==> src/rtl/axi4_pkg.sv <==
// Shared AXI4 read-path types and the per-beat burst address arithmetic.
package axi4_pkg;

   typedef enum logic [1:0] {
      FIXED = 2'b00,
      INCR  = 2'b01,
      WRAP  = 2'b10
   } burst_e;

   typedef enum logic [1:0] {
      OKAY   = 2'b00,
      EXOKAY = 2'b01,
      SLVERR = 2'b10,
      DECERR = 2'b11
   } resp_e;

   typedef enum logic [1:0] {
      IDLE,
      ISSUE,
      DRAIN
   } rd_state_e;

   // WRAP keeps the bits above the wrap window and lets the low bits roll over.
   function automatic logic [63:0] next_addr(input logic [63:0] addr,
                                             input logic [7:0]  len,
                                             input logic [2:0]  size,
                                             input logic [1:0]  burst);
      logic [63:0] step;
      logic [63:0] wrap_mask;
      logic [63:0] incr;
      step      = 64'd1 << size;
      wrap_mask = ((64'(len) + 64'd1) << size) - 64'd1;
      incr      = addr + step;
      case (burst)
         FIXED:   next_addr = addr;
         WRAP:    next_addr = (addr & ~wrap_mask) | (incr & wrap_mask);
         default: next_addr = incr;
      endcase
   endfunction

endpackage

==> src/rtl/axi4_rd_resp_fifo.sv <==
// Two-entry response buffer between the SRAM return and the R channel.
module axi4_rd_resp_fifo #(
   parameter int unsigned WIDTH = 8
) (
   input  logic             clk,
   input  logic             rst,
   input  logic             push,
   input  logic             pop,
   input  logic [WIDTH-1:0] wdata,
   output logic [WIDTH-1:0] rdata,
   output logic             full,
   output logic             empty,
   output logic [1:0]       count
);

   logic [WIDTH-1:0] mem [2];
   logic             wr_ptr;
   logic             rd_ptr;

   always_ff @(posedge clk) begin
      if (rst) begin
         mem[0] <= '0;
         mem[1] <= '0;
         wr_ptr <= 1'b0;
         rd_ptr <= 1'b0;
         count  <= 2'd0;
      end else begin
         if (push) begin
            mem[wr_ptr] <= wdata;
            wr_ptr      <= ~wr_ptr;
         end
         if (pop) begin
            rd_ptr <= ~rd_ptr;
         end
         case ({push, pop})
            2'b10:   count <= count + 2'd1;
            2'b01:   count <= count - 2'd1;
            default: count <= count;
         endcase
      end
   end

   assign rdata = mem[rd_ptr];
   assign full  = (count == 2'd2);
   assign empty = (count == 2'd0);

endmodule

==> src/rtl/axi4_slave_rd_sram.sv <==
// AXI4 read responder: one burst at a time, one SRAM read per beat, R beats via a 2-entry buffer.
module axi4_slave_rd_sram
   import axi4_pkg::*;
#(
   parameter int unsigned       ADDR_W    = 32,
   parameter int unsigned       DATA_W    = 32,
   parameter int unsigned       ID_W      = 4,
   parameter int unsigned       MEM_AW    = 14,
   parameter logic [ADDR_W-1:0] BASE_ADDR = 32'h1c00_0000
) (
   input  logic              clk,
   input  logic              rst,
   input  logic [ID_W-1:0]   ARID,
   input  logic [ADDR_W-1:0] ARADDR,
   input  logic [7:0]        ARLEN,
   input  logic [2:0]        ARSIZE,
   input  logic [1:0]        ARBURST,
   input  logic              ARVALID,
   output logic              ARREADY,
   output logic [ID_W-1:0]   RID,
   output logic [DATA_W-1:0] RDATA,
   output logic [1:0]        RRESP,
   output logic              RLAST,
   output logic              RVALID,
   input  logic              RREADY,
   output logic              sram_en,
   output logic [MEM_AW-1:0] sram_addr,
   input  logic [DATA_W-1:0] sram_rdata
);

   localparam int unsigned LOG2_BYTES  = $clog2(DATA_W / 8);
   localparam int unsigned RANGE_SHIFT = MEM_AW + LOG2_BYTES;
   localparam int unsigned FW          = DATA_W + 3;

   rd_state_e         state_q, state_d;
   logic [ID_W-1:0]   id_q;
   logic [ADDR_W-1:0] addr_q;
   logic [7:0]        len_q;
   logic [7:0]        beat_cnt;
   logic [2:0]        size_q;
   logic [1:0]        burst_q;
   resp_e             resp_q;
   resp_e             ar_resp;
   logic              inflight;
   logic              inflight_last;
   logic              ready_ok;
   logic              accept;
   logic              issue;
   logic              pop;
   logic              push;
   logic              fifo_full;
   logic              fifo_empty;
   logic [1:0]        fifo_count;
   logic [2:0]        occupancy;
   logic [DATA_W-1:0] beat_data;
   logic [FW-1:0]     fifo_wdata;
   logic [FW-1:0]     fifo_rdata;
   logic [ADDR_W-1:0] ar_off;
   logic              ar_decerr;
   logic              ar_slverr;

   assign ARREADY = (state_q == IDLE) && ready_ok;
   assign accept  = ARVALID && ARREADY;
   assign RVALID  = !fifo_empty;
   assign pop     = RVALID && RREADY;
   assign push    = inflight;
   // A pop in the same cycle frees a slot, which keeps the bus at one beat per cycle.
   assign occupancy = 3'(fifo_count) + 3'(inflight) - 3'(pop);

   assign ar_off    = ARADDR - BASE_ADDR;
   assign ar_decerr = (ARADDR < BASE_ADDR) || ((ar_off >> RANGE_SHIFT) != '0);
   assign ar_slverr = (ARSIZE > 3'(LOG2_BYTES)) || (ARBURST == 2'b11) ||
                      ((ARBURST == WRAP) && !(ARLEN inside {8'd1, 8'd3, 8'd7, 8'd15}));
   assign ar_resp   = ar_decerr ? DECERR : (ar_slverr ? SLVERR : OKAY);

   always_comb begin
      state_d = state_q;
      issue   = 1'b0;
      case (state_q)
         IDLE: begin
            if (accept) state_d = ISSUE;
         end
         ISSUE: begin
            if (occupancy < 3'd2) begin
               issue = 1'b1;
               if (beat_cnt == len_q) state_d = DRAIN;
            end
         end
         DRAIN: begin
            if (pop && RLAST) state_d = IDLE;
         end
         default: state_d = IDLE;
      endcase
   end

   always_ff @(posedge clk) begin
      if (rst) begin
         state_q       <= IDLE;
         ready_ok      <= 1'b0;
         inflight      <= 1'b0;
         inflight_last <= 1'b0;
         beat_cnt      <= '0;
         id_q          <= '0;
         addr_q        <= '0;
         len_q         <= '0;
         size_q        <= '0;
         burst_q       <= '0;
         resp_q        <= OKAY;
      end else begin
         state_q       <= state_d;
         ready_ok      <= 1'b1;
         inflight      <= issue;
         inflight_last <= issue && (beat_cnt == len_q);
         if (accept) begin
            id_q     <= ARID;
            addr_q   <= ARADDR;
            len_q    <= ARLEN;
            size_q   <= ARSIZE;
            burst_q  <= ARBURST;
            resp_q   <= ar_resp;
            beat_cnt <= '0;
         end else if (issue && (beat_cnt != len_q)) begin
            beat_cnt <= beat_cnt + 8'd1;
            addr_q   <= ADDR_W'(next_addr(64'(addr_q), len_q, size_q, burst_q));
         end
      end
   end

   // Error bursts still walk every beat through the buffer, just without touching the SRAM.
   assign sram_en   = issue && (resp_q == OKAY);
   assign sram_addr = MEM_AW'((addr_q - BASE_ADDR) >> LOG2_BYTES);

   assign beat_data  = (resp_q == OKAY) ? sram_rdata : '0;
   assign fifo_wdata = {beat_data, resp_q, inflight_last};

   axi4_rd_resp_fifo #(
      .WIDTH(FW)
   ) u_fifo (
      .clk  (clk),
      .rst  (rst),
      .push (push),
      .pop  (pop),
      .wdata(fifo_wdata),
      .rdata(fifo_rdata),
      .full (fifo_full),
      .empty(fifo_empty),
      .count(fifo_count)
   );

   assign RID   = id_q;
   assign RDATA = fifo_rdata[FW-1:3];
   assign RRESP = fifo_rdata[2:1];
   assign RLAST = fifo_rdata[0];

   assert property (@(posedge clk) disable iff (rst) !(push && fifo_full && !pop));

endmodule

==> config.mk <==
export PLATFORM = sky130hd
export DESIGN_NAME = axi4_slave_rd_sram
export DESIGN_NICKNAME = d
export VERILOG_FILES = /design/src/rtl/axi4_pkg.sv /design/src/rtl/axi4_rd_resp_fifo.sv /design/src/rtl/axi4_slave_rd_sram.sv
export SDC_FILE = /design/constraint.sdc
export NUM_CORES = 1
export LEC_CHECK = 0
export CAP_MARGIN = 20
export CORE_MARGIN = 5
export CORE_UTILIZATION = 55
export DETAILED_ROUTE_END_ITERATION = 10
export PLACE_DENSITY = 0.87
export REMOVE_ABC_BUFFERS = 1
export SLEW_MARGIN = 20
export SYNTH_ARGS = -nofsm -noshare
export SYNTH_HDL_FRONTEND = slang
export SYNTH_SLANG_ARGS = --single-unit
==> constraint.sdc <==
create_clock -name clk -period 9.1 [get_ports clk]
set_input_delay 2.73 -clock clk [delete_from_list [all_inputs] [get_ports clk]]
set_output_delay 2.73 -clock clk [all_outputs]
set_load 0.005 [all_outputs]
After elaboration in Yosys (flattened, before gate mapping)

Memory sizes are Yosys's and may differ from the RTL's. A register that Yosys moved wholly into a read port is not among the register bits.
Cells that the tools add are included.

Logic and storage cells: 104
Input bits: 85
Memories: 1
Output and inout bits: 56
Flip-flop bits (word level): 68
Bits in writable memories: 70

Memory list:

| memory     | words | width | rd ports | clocked after memory_dff | write ports | RTL line                | RTL |
|---|---|---|---|---|---|---|---|
| u_fifo.mem | 2     | 35    | 1        | 1                        | 2           | axi4_rd_resp_fifo.sv:16 | `logic [WIDTH-1:0] mem [2];` |

$add $sub $neg: 10
$lt $le $gt $ge: 3
Shift operators: 2
Reductions and logical operators: 25
Equal/unequal tests: 18
Bitwise logic cells: 6
Multiplexer cells: 25

Operators with widths:

| operator               | number |
|---|---|
| $mux 32                | 3 |
| $and 32x32->32         | 2 |
| $pmux 32 s2            | 1 |
| $mux 35                | 1 |
| $reduce_or 35->1       | 1 |
| $add 32x32->32         | 1 |
| $lt 32x29->1 const B   | 1 |
| $not 32->32            | 1 |
| $or 32x32->32          | 1 |
| $reduce_bool 32->1     | 1 |
| $shl 1x3->32 const A   | 1 |
| $shl 9x3->32           | 1 |
| $sub 32x1->32 const B  | 1 |
| $sub 32x29->32 const B | 1 |
| $sub 16x1->16 const B  | 1 |
| $mux 1                 | 12 |
| $mux 2                 | 6 |
| $eq 2x2->1 const B     | 5 |
| $ne 2x2->1 const B     | 5 |
| $add 8x1->9 const B    | 1 |
| $add 8x1->8 const B    | 1 |
| $eq 8x1->1 const B     | 1 |
| $eq 8x2->1 const B     | 1 |
| $eq 8x3->1 const B     | 1 |
| other kinds (22)       | 38 |

Longest topological paths before layout

Gate-level depths: netlist of run 1.

Depth after elaboration: 10
Depth in mapped cells: 15
Mapped depth without buffers: 14

Modules after synthesis

A second synthesis of run 1 with hierarchy kept.

Cells, all modules: 815
Area, all modules: 7,410.9 µm²

Modules (own cells, without submodules):

| module             | times used | cells each | area an instance (µm²) | sequential area each (µm²) |
|---|---|---|---|---|
| axi4_slave_rd_sram | 1          | 566        | 4,152.7                | 960.9 |
| axi4_rd_resp_fifo  | 1          | 249        | 3,258.1                | 2,202.1 |

Least setup slack after synthesis of run 1

OpenSTA, ideal clock, no wires.

Path kind: input to output
From: in RREADY
To: out sram_en
Slack: 1.986 ns
Stages on the path: 9
Data required time: 6.370 ns
Buffers on the path: 1
Data arrival time: 4.384 ns
Cell sequence: and2_1 > clkbuf_1 > ha_1 > nand2b_1 > fa_1 > xnor2_1 > and2_1 > nand3_1 > nor3_1

Cells in the longest elaborated chain, start to end: 6

RTL lines:

| what              | RTL line                  | RTL |
|---|---|---|
| from (decl)       | axi4_slave_rd_sram.sv:25  | `input logic RREADY,` |
| $logic_and 1x1->1 | axi4_slave_rd_sram.sv:65  | `assign pop = RVALID && RREADY;` |
| net pop           | axi4_slave_rd_sram.sv:49  | `logic pop;` |
| $sub 3x1->3       | axi4_slave_rd_sram.sv:68  | `assign occupancy = 3'(fifo_count) + 3'(inflight) - 3'(pop);` |
| $lt 3x2->1        | axi4_slave_rd_sram.sv:84  | `if (occupancy < 3'd2) begin` |
| $mux 1            | axi4_slave_rd_sram.sv:84  |  |
| $mux 1            | axi4_slave_rd_sram.sv:79  | `case (state_q)` |
| $logic_and 1x1->1 | axi4_slave_rd_sram.sv:130 | `assign sram_en = issue && (resp_q == OKAY);` |
| to (decl)         | axi4_slave_rd_sram.sv:26  | `output logic sram_en,` |

The timed path passes the listed nets, and every way through them passes these cells.

Final worst setup path of run 1

From: in RREADY
To: out sram_en

Cells in the longest elaborated chain, start to end: 6

RTL lines:

| what              | RTL line |
|---|---|
| $logic_and 1x1->1 | axi4_slave_rd_sram.sv:65 |
| $sub 3x1->3       | axi4_slave_rd_sram.sv:68 |
| $lt 3x2->1        | axi4_slave_rd_sram.sv:84 |
| $mux 1            | axi4_slave_rd_sram.sv:84 |
| $mux 1            | axi4_slave_rd_sram.sv:79 |
| $logic_and 1x1->1 | axi4_slave_rd_sram.sv:130 |

Every way passes these cells.

==> metrics.md, run 1 <==
| Metric | Value |
|---|---|
| Worst Tran Pin Value | between 1000 and 1500 ps |
| Fillers | 870 |
| IO Port Bufs | 140 |
| Final period util | 0.890 |
| Die width | 124 um |
| Final Wtd Congestion | 0.902 |
| Number of cell rows | 41 |
| Post-synth EDFFs | 70 |
| R2R Setup Slk | 5140 ps |
| Synth Flop Type | edfxtp_1 |
| Die area | ~15000 um^2 |
| Leakage | roughly 0.0036 uW |
| Asr flop ratio synth | 0 |
| WL final | just under 20000 um |
| Initial antenna violation count | 0 |
| Reg power frac | 0.387 |
| Skew-Pair Late Insertion Delay | between 400 and 500 ps |
| Via/cell ratio | 6.04 |
| RSZ-0062 raised after global routing | false |
| Flops & latches, synth | about 120 |
| Total CTS buffers | 17 |
| CTS tree | yes |
| Clock network fraction of total power | 0.435 |
| Via Count | roughly 6200 |
| Synthesized area | 7160 um^2 |
| Reg clk slew, reported paths | approximately 50 ps |
| IR Drop Worst-Case VDD | between 100 and 150 uV |
| Final setup TNS | 0 ps |
| Yosys Warn Count | 0 |
| Combinational share of power | 0.177 |
| Pint | 1260 uW |
| DRC violations left | 0 |
| Post-Syn Instances | around 740 |
| Core area | between 10000 and 15000 um^2 |
| Synthesized area per cell | roughly 9.7 um^2 |
| Clock Path Buffers | 2 |
| Share of cells above drive strength 1 | 0.117 |
| Net Sw Frac | 0.266 |
| HP Class | reg -> reg |
| First DRT Iteration DRCs | 581 |
| Vias in the first global route | 6190 |
| Achievable Freq | ~0.12 GHz |
| Hold Vio Cnt, Final | 0 |
| Total grt overflow | 0 |
| Largest area contributor in the netlist | edfxtp_1 |
| Starting Density | 0.565 |
| GRT Total Usage | 0.249 |
| Post-Layout Cell Count | 1025 |
| CP arrival | roughly 5400 ps |
| Ant diodes | 0 |
| Io pins | approximately 140 |
| Power per standard cell area | ~190 nW/um^2 |
| Sequential-to-total area share from yosys stat | 0.442 |
| Finish-stage setup viols | 0 |
| Layout area overhead | 29.1% |
| DP HPWL | 13100 um |
| Placed Cells | 991 |
| Worst path max stage delay | between 500 and 600 ps |
| Hold path depth | 2 |
| H-tree depth | 4 |
| Clock Sinks | between 100 and 150 |
| CP startpoint kind | primary input |
| Slew headroom | 0.308 |
| Slew Viols, Final | 0 |
| CTS root buf | clkbuf_16 |
| Layout net count | 940 |
| Setup bufs post-CTS | 0 |
| Pin count of the biggest net entering global routing | 65 |
| CTS resizes | 0 |
| Post-synthesis cell type count | 71 |
| Tot Pwr | 1710 uW |
| Status | complete, no violations |
| Period minus WS final | between 8000 and 9000 ps |
| CP cell instances | clkdlybuf4s50_1 -> and2_1 -> ha_1 -> nand2b_1 -> fa_1 -> xnor2_1 -> and2_1 -> nand3_1 -> nor3_1 -> clkdlybuf4s50_1 |
| Wirelength per Cell | 18.8 um |
| Slowest CP cell | clkdlybuf4s50_1 |
| Sw power | between 400 and 500 uW |
| Die Y | 124 um |
| Crit path max fanout | 5 |
| Top post-synthesis cells by area | edfxtp_1 (29%), dfxtp_1 (15%), and3_1 (6.1%) |
| CP Class | in -> out |
| Global-route wire length before repair | between 20000 and 30000 um |
| Hold buffer count at CTS | 0 |
| Worst-case reg-to-reg path depth | 10 |
| TritonRoute pass-1 iters | 6 |
| Final Skew | about 10 ps |
| Max-cap viol count | 0 |
| Synth top area share | 0.293 |
| Post-route ant nets | 0 |
| Worst EP required | ~6400 ps |
| Crit. End Element | output port |
path summary, 6_finish.rpt:
path,start,endpoint
max,RREADY,sram_en
min,RID[1],RID[1]
max reg2reg,len_q[0],register
min reg2reg,RID[1],RID[1]
synthesized netlist by cell type (all sizes together), types with 11 or more instances:
master and count:
nor3 14, edfxtp 70, nand2b 11, buf 30, xnor2 31, nand4 15, and2 14, dfxtp 53
mux2i 11, mux2 37, xor2 11, a211oi 19, nor2 56, nand2 66, o21ai 25, clkbuf 33
a21oi 39, nand3 16, and3 70, ha 13
critical path: cells and delay by family:
kind / cells / cell delay, ps
AND/OR/NAND/NOR: 5 / 830
XOR/XNOR: 1 / 170
buffers and inverters: 2 / 1000
adder cells (fa/ha/maj): 2 / 640
metrics by stage:
stage / setup slack (ps) / area [um^2] / hold slack, ps / utilization
after floorplan: 2070 / 6850 / 447 / -
after global placement: 1060 / 8540 / 444 / 0.674
after detailed placement: 1020 / 8540 / 453 / 0.674
after CTS: 1010 / 9190 / 460 / 0.725
after global routing: 844 / 9250 / 494 / 0.730
final: 1000 / 9250 / 462 / 0.730
logic make-up after synthesis:
family                   synth area share
adder cells (fa/ha/maj)            0.0283
XOR/XNOR                           0.0514
AND/OR/NAND/NOR                     0.219
AO/OA/AOI/OAI                       0.135
multiplexers                       0.0767
buffers and inverters              0.0491
flip-flops                          0.442
area by class of cell:
type                    count  area [um^2]  share of cell area
multi-input cells         540         3680               0.398
flip-flops and latches    123         3170               0.342
repair buffers            147         1490               0.162
clock buffers              17          425              0.0460
clock inverters            15          224              0.0242
well taps                 172          215              0.0233
inverters                  11         41.3             0.00446
power groups by stage:
| stage | Sequential, uW | Clock (uW) | Combinational [uW] |
|---|---|---|---|
| 6_report | 663 | 745 | 304 |
| 5_1_grt | 668 | 780 | 329 |
| 4_1_cts | 663 | 751 | 299 |
| 3_5_place_dp | 674 | 0 | 296 |
| 3_3_place_gp | 671 | 0 | 289 |
| 2_1_floorplan | 663 | 0 | 154 |
layout by cell type, fill, tap and decap left out, types with 5 or more instances in the layout:
cell type / n
clkdlybuf4s50_1: 140
and3_1: 70
edfxtp_1: 70
nand2_1: 66
nor2_1: 55
dfxtp_1: 50
a21oi_1: 39
mux2_2: 37
xnor2_1: 31
o21ai_0: 21
a211oi_1: 18
clkbuf_16: 17
nand3_1: 15
nand4_1: 15
and2_1: 13
ha_1: 13
nor3_1: 12
nand2b_1: 11
xor2_1: 11
mux2i_1: 11
inv_1: 9
nor4_1: 8
o21a_1: 7
inv_6: 6
o311a_1: 5
nor2b_1: 5
buf_4: 5
per-layer routing:
| metal | track usage | vias up | share of wire |
|---|---|---|---|
| met3 | 0.0681 | 40 | 0.085 |
| met2 | 0.435 | 267 | 0.50 |
| met5 | 0 | - | 0 |
| met4 | 0.113 | 0 | 0.022 |
| li1 | - | 2926 | - |
| met1 | 0.284 | 2959 | 0.39 |
Note: power is estimated with default switching activity, not from simulation.
==> run 2, diff against run 1 <==
Settings changed: CORE_MARGIN 5 to not set, SETUP_SLACK_MARGIN set to 0.05.
==> run 2 against run 1 <==
Against the previous run:
- worst setup slack worse by 33 ps
- via count down 0.76%
- worst hold slack worse by 2.4 ps
- critical path depth unchanged
- total power down 3.5%
- sequential share of layout area up 0.075 points
- combinational power up 5%
- critical path type unchanged
- critical endpoint unchanged
- highest routed layer unchanged
==> metrics.md, run 2 (synthesized netlist as in run 1, its figures left out) <==
| Metric | Value |
|---|---|
| Status | complete, no violations |
| CTS root buf | clkbuf_16 |
| Global-route wire length before repair | ~29000 um |
| Layout net count | approximately 940 |
| Placement Cell Area | between 8000 and 9000 um^2 |
| Io pins | around 140 |
| RR Startpoint | len_q[0] |
| Crit. End Element | output port |
| CTS tree | yes |
| Slew Viols, Final | 0 |
| Finish-stage setup viols | 0 |
| IO Port Bufs | 140 |
| Starting Density | 0.565 |
| Vias in the first global route | about 5900 |
| Hold EP | RID[0] |
| TritonRoute pass-1 iters | 7 |
| Share of cells above drive strength 1 | 0.117 |
| CP arrival | 5400 ps |
| Final period util | 0.893 |
| Leakage | 0.00355 uW |
| Die width | 116 um |
| Tot Pwr | around 1700 uW |
| Total grt overflow | 0 |
| Worst Tran Pin Value | between 1000 and 1500 ps |
| Finished Cell Area | 9220 um^2 |
| Wirelength per Cell | ~18 um |
| Initial antenna violation count | 0 |
| Achievable Freq | ~0.12 GHz |
| Hold buffer count at CTS | 0 |
| Post-route ant nets | 0 |
| Setup bufs post-CTS | 0 |
| Pin count of the biggest net entering global routing | 65 |
| Hold path depth | 2 |
| Die Y | about 120 um |
| R2R Setup Slk | around 5100 ps |
| DP HPWL | 12600 um |
| CP Class | in -> out |
| GRT Total Usage | 0.283 |
| Crit path max fanout | 5 |
| Clock Path Buffers | 2 |
| Max-cap viol count | 0 |
| Hold Vio Cnt, Final | 0 |
| Via/cell ratio | 5.98 |
| Number of cell rows | between 40 and 50 |
| CP startpoint kind | primary input |
| IR Drop Worst-Case VDD | around 130 uV |
| Hold path start | RID[0] |
| Layout area overhead | 28.7% |
| RSZ-0062 raised after global routing | false |
| Power per standard cell area | between 150 and 200 nW/um^2 |
| Ant diodes | 0 |
| Via Count | between 6000 and 7000 |
| CTS resizes | 0 |
| Most frequent cells in the layout | clkdlybuf4s50_1 (140), and3_1 (70), edfxtp_1 (70), nand2_1 (66), nor2_1 (55) |
| HP Class | reg -> reg |
| Total CTS buffers | 17 |
| Core area | approximately 13000 um^2 |
| Final Wtd Congestion | 0.954 |
| First DRT Iteration DRCs | about 470 |
| Worst-case reg-to-reg path depth | 10 |
| Skew-Pair Late Insertion Delay | between 400 and 500 ps |
| Clock Sinks | between 100 and 150 |
| WL final | ~19000 um |
| Period minus WS final | ~8000 ps |
| DRC violations left | 0 |
| Die area | roughly 13000 um^2 |
| Reg clk slew, reported paths | 60 ps |
| Final setup TNS | 0 ps |
| Slew headroom | 0.322 |
| Final Skew | around 12 ps |
| Worst EP required | roughly 6400 ps |
| Most common cell after layout, fill and taps aside | clkdlybuf4s50_1 |
| H-tree depth | 4 |
-- run 2: worst max path at each step --
stage,from,end,slack [ps],cells past startpoint
2_1_floorplan,RREADY,sram_en,2070,8
3_3_place_gp,RREADY,sram_en,1070,10
3_5_place_dp,RREADY,sram_en,950,10
4_1_cts,RREADY,sram_en,950,10
5_1_grt,RREADY,sram_en,820,10
6_report,RREADY,sram_en,970,10
-- run 2: critical path, stage by stage --
cell and delay, ps:
clkdlybuf4s50_1 450, and2_1 220, ha_1 250, nand2b_1 160
fa_1 400, xnor2_1 180, and2_1 180, nand3_1 130
nor3_1 150, clkdlybuf4s50_1 540
-- run 2: area by class of cell --
class                   instances  area (um^2)
clock buffers                  17          425
clock inverters                15          174
fillers                       868         3450
inverters                      11         41.3
multi-input cells             540         3680
flip-flops and latches        123         3160
well taps                     172          215
repair buffers                150         1520
-- run 2: power breakdown --
| part | switching [uW] | leakage, uW | internal [uW] |
|---|---|---|---|
| clock | 291 | 0.000292 | 392 |
| sequential | 28.3 | 0.00116 | 621 |
| combinational | 153 | 0.00210 | 167 |
-- run 2: per-stage QoR --
step	setup slack, ps	hold WS [ps]	utilization	std cells
2_1_floorplan	2070	447	-	674
3_3_place_gp	1070	443	0.676	994
3_5_place_dp	950	459	0.676	994
4_1_cts	947	464	0.723	1026
5_1_grt	823	485	0.728	1028
6_report	970	460	0.728	1028
-- run 2: routing by layer --
metal	global-route usage	up-vias	part of all wire	wire length [um]
met3	0.0701	26	0.069	1300
met4	0.103	0	0.018	344
met1	0.332	2956	0.41	7680
met5	0	-	0	0
li1	-	2932	-	-
met2	0.502	231	0.50	9490
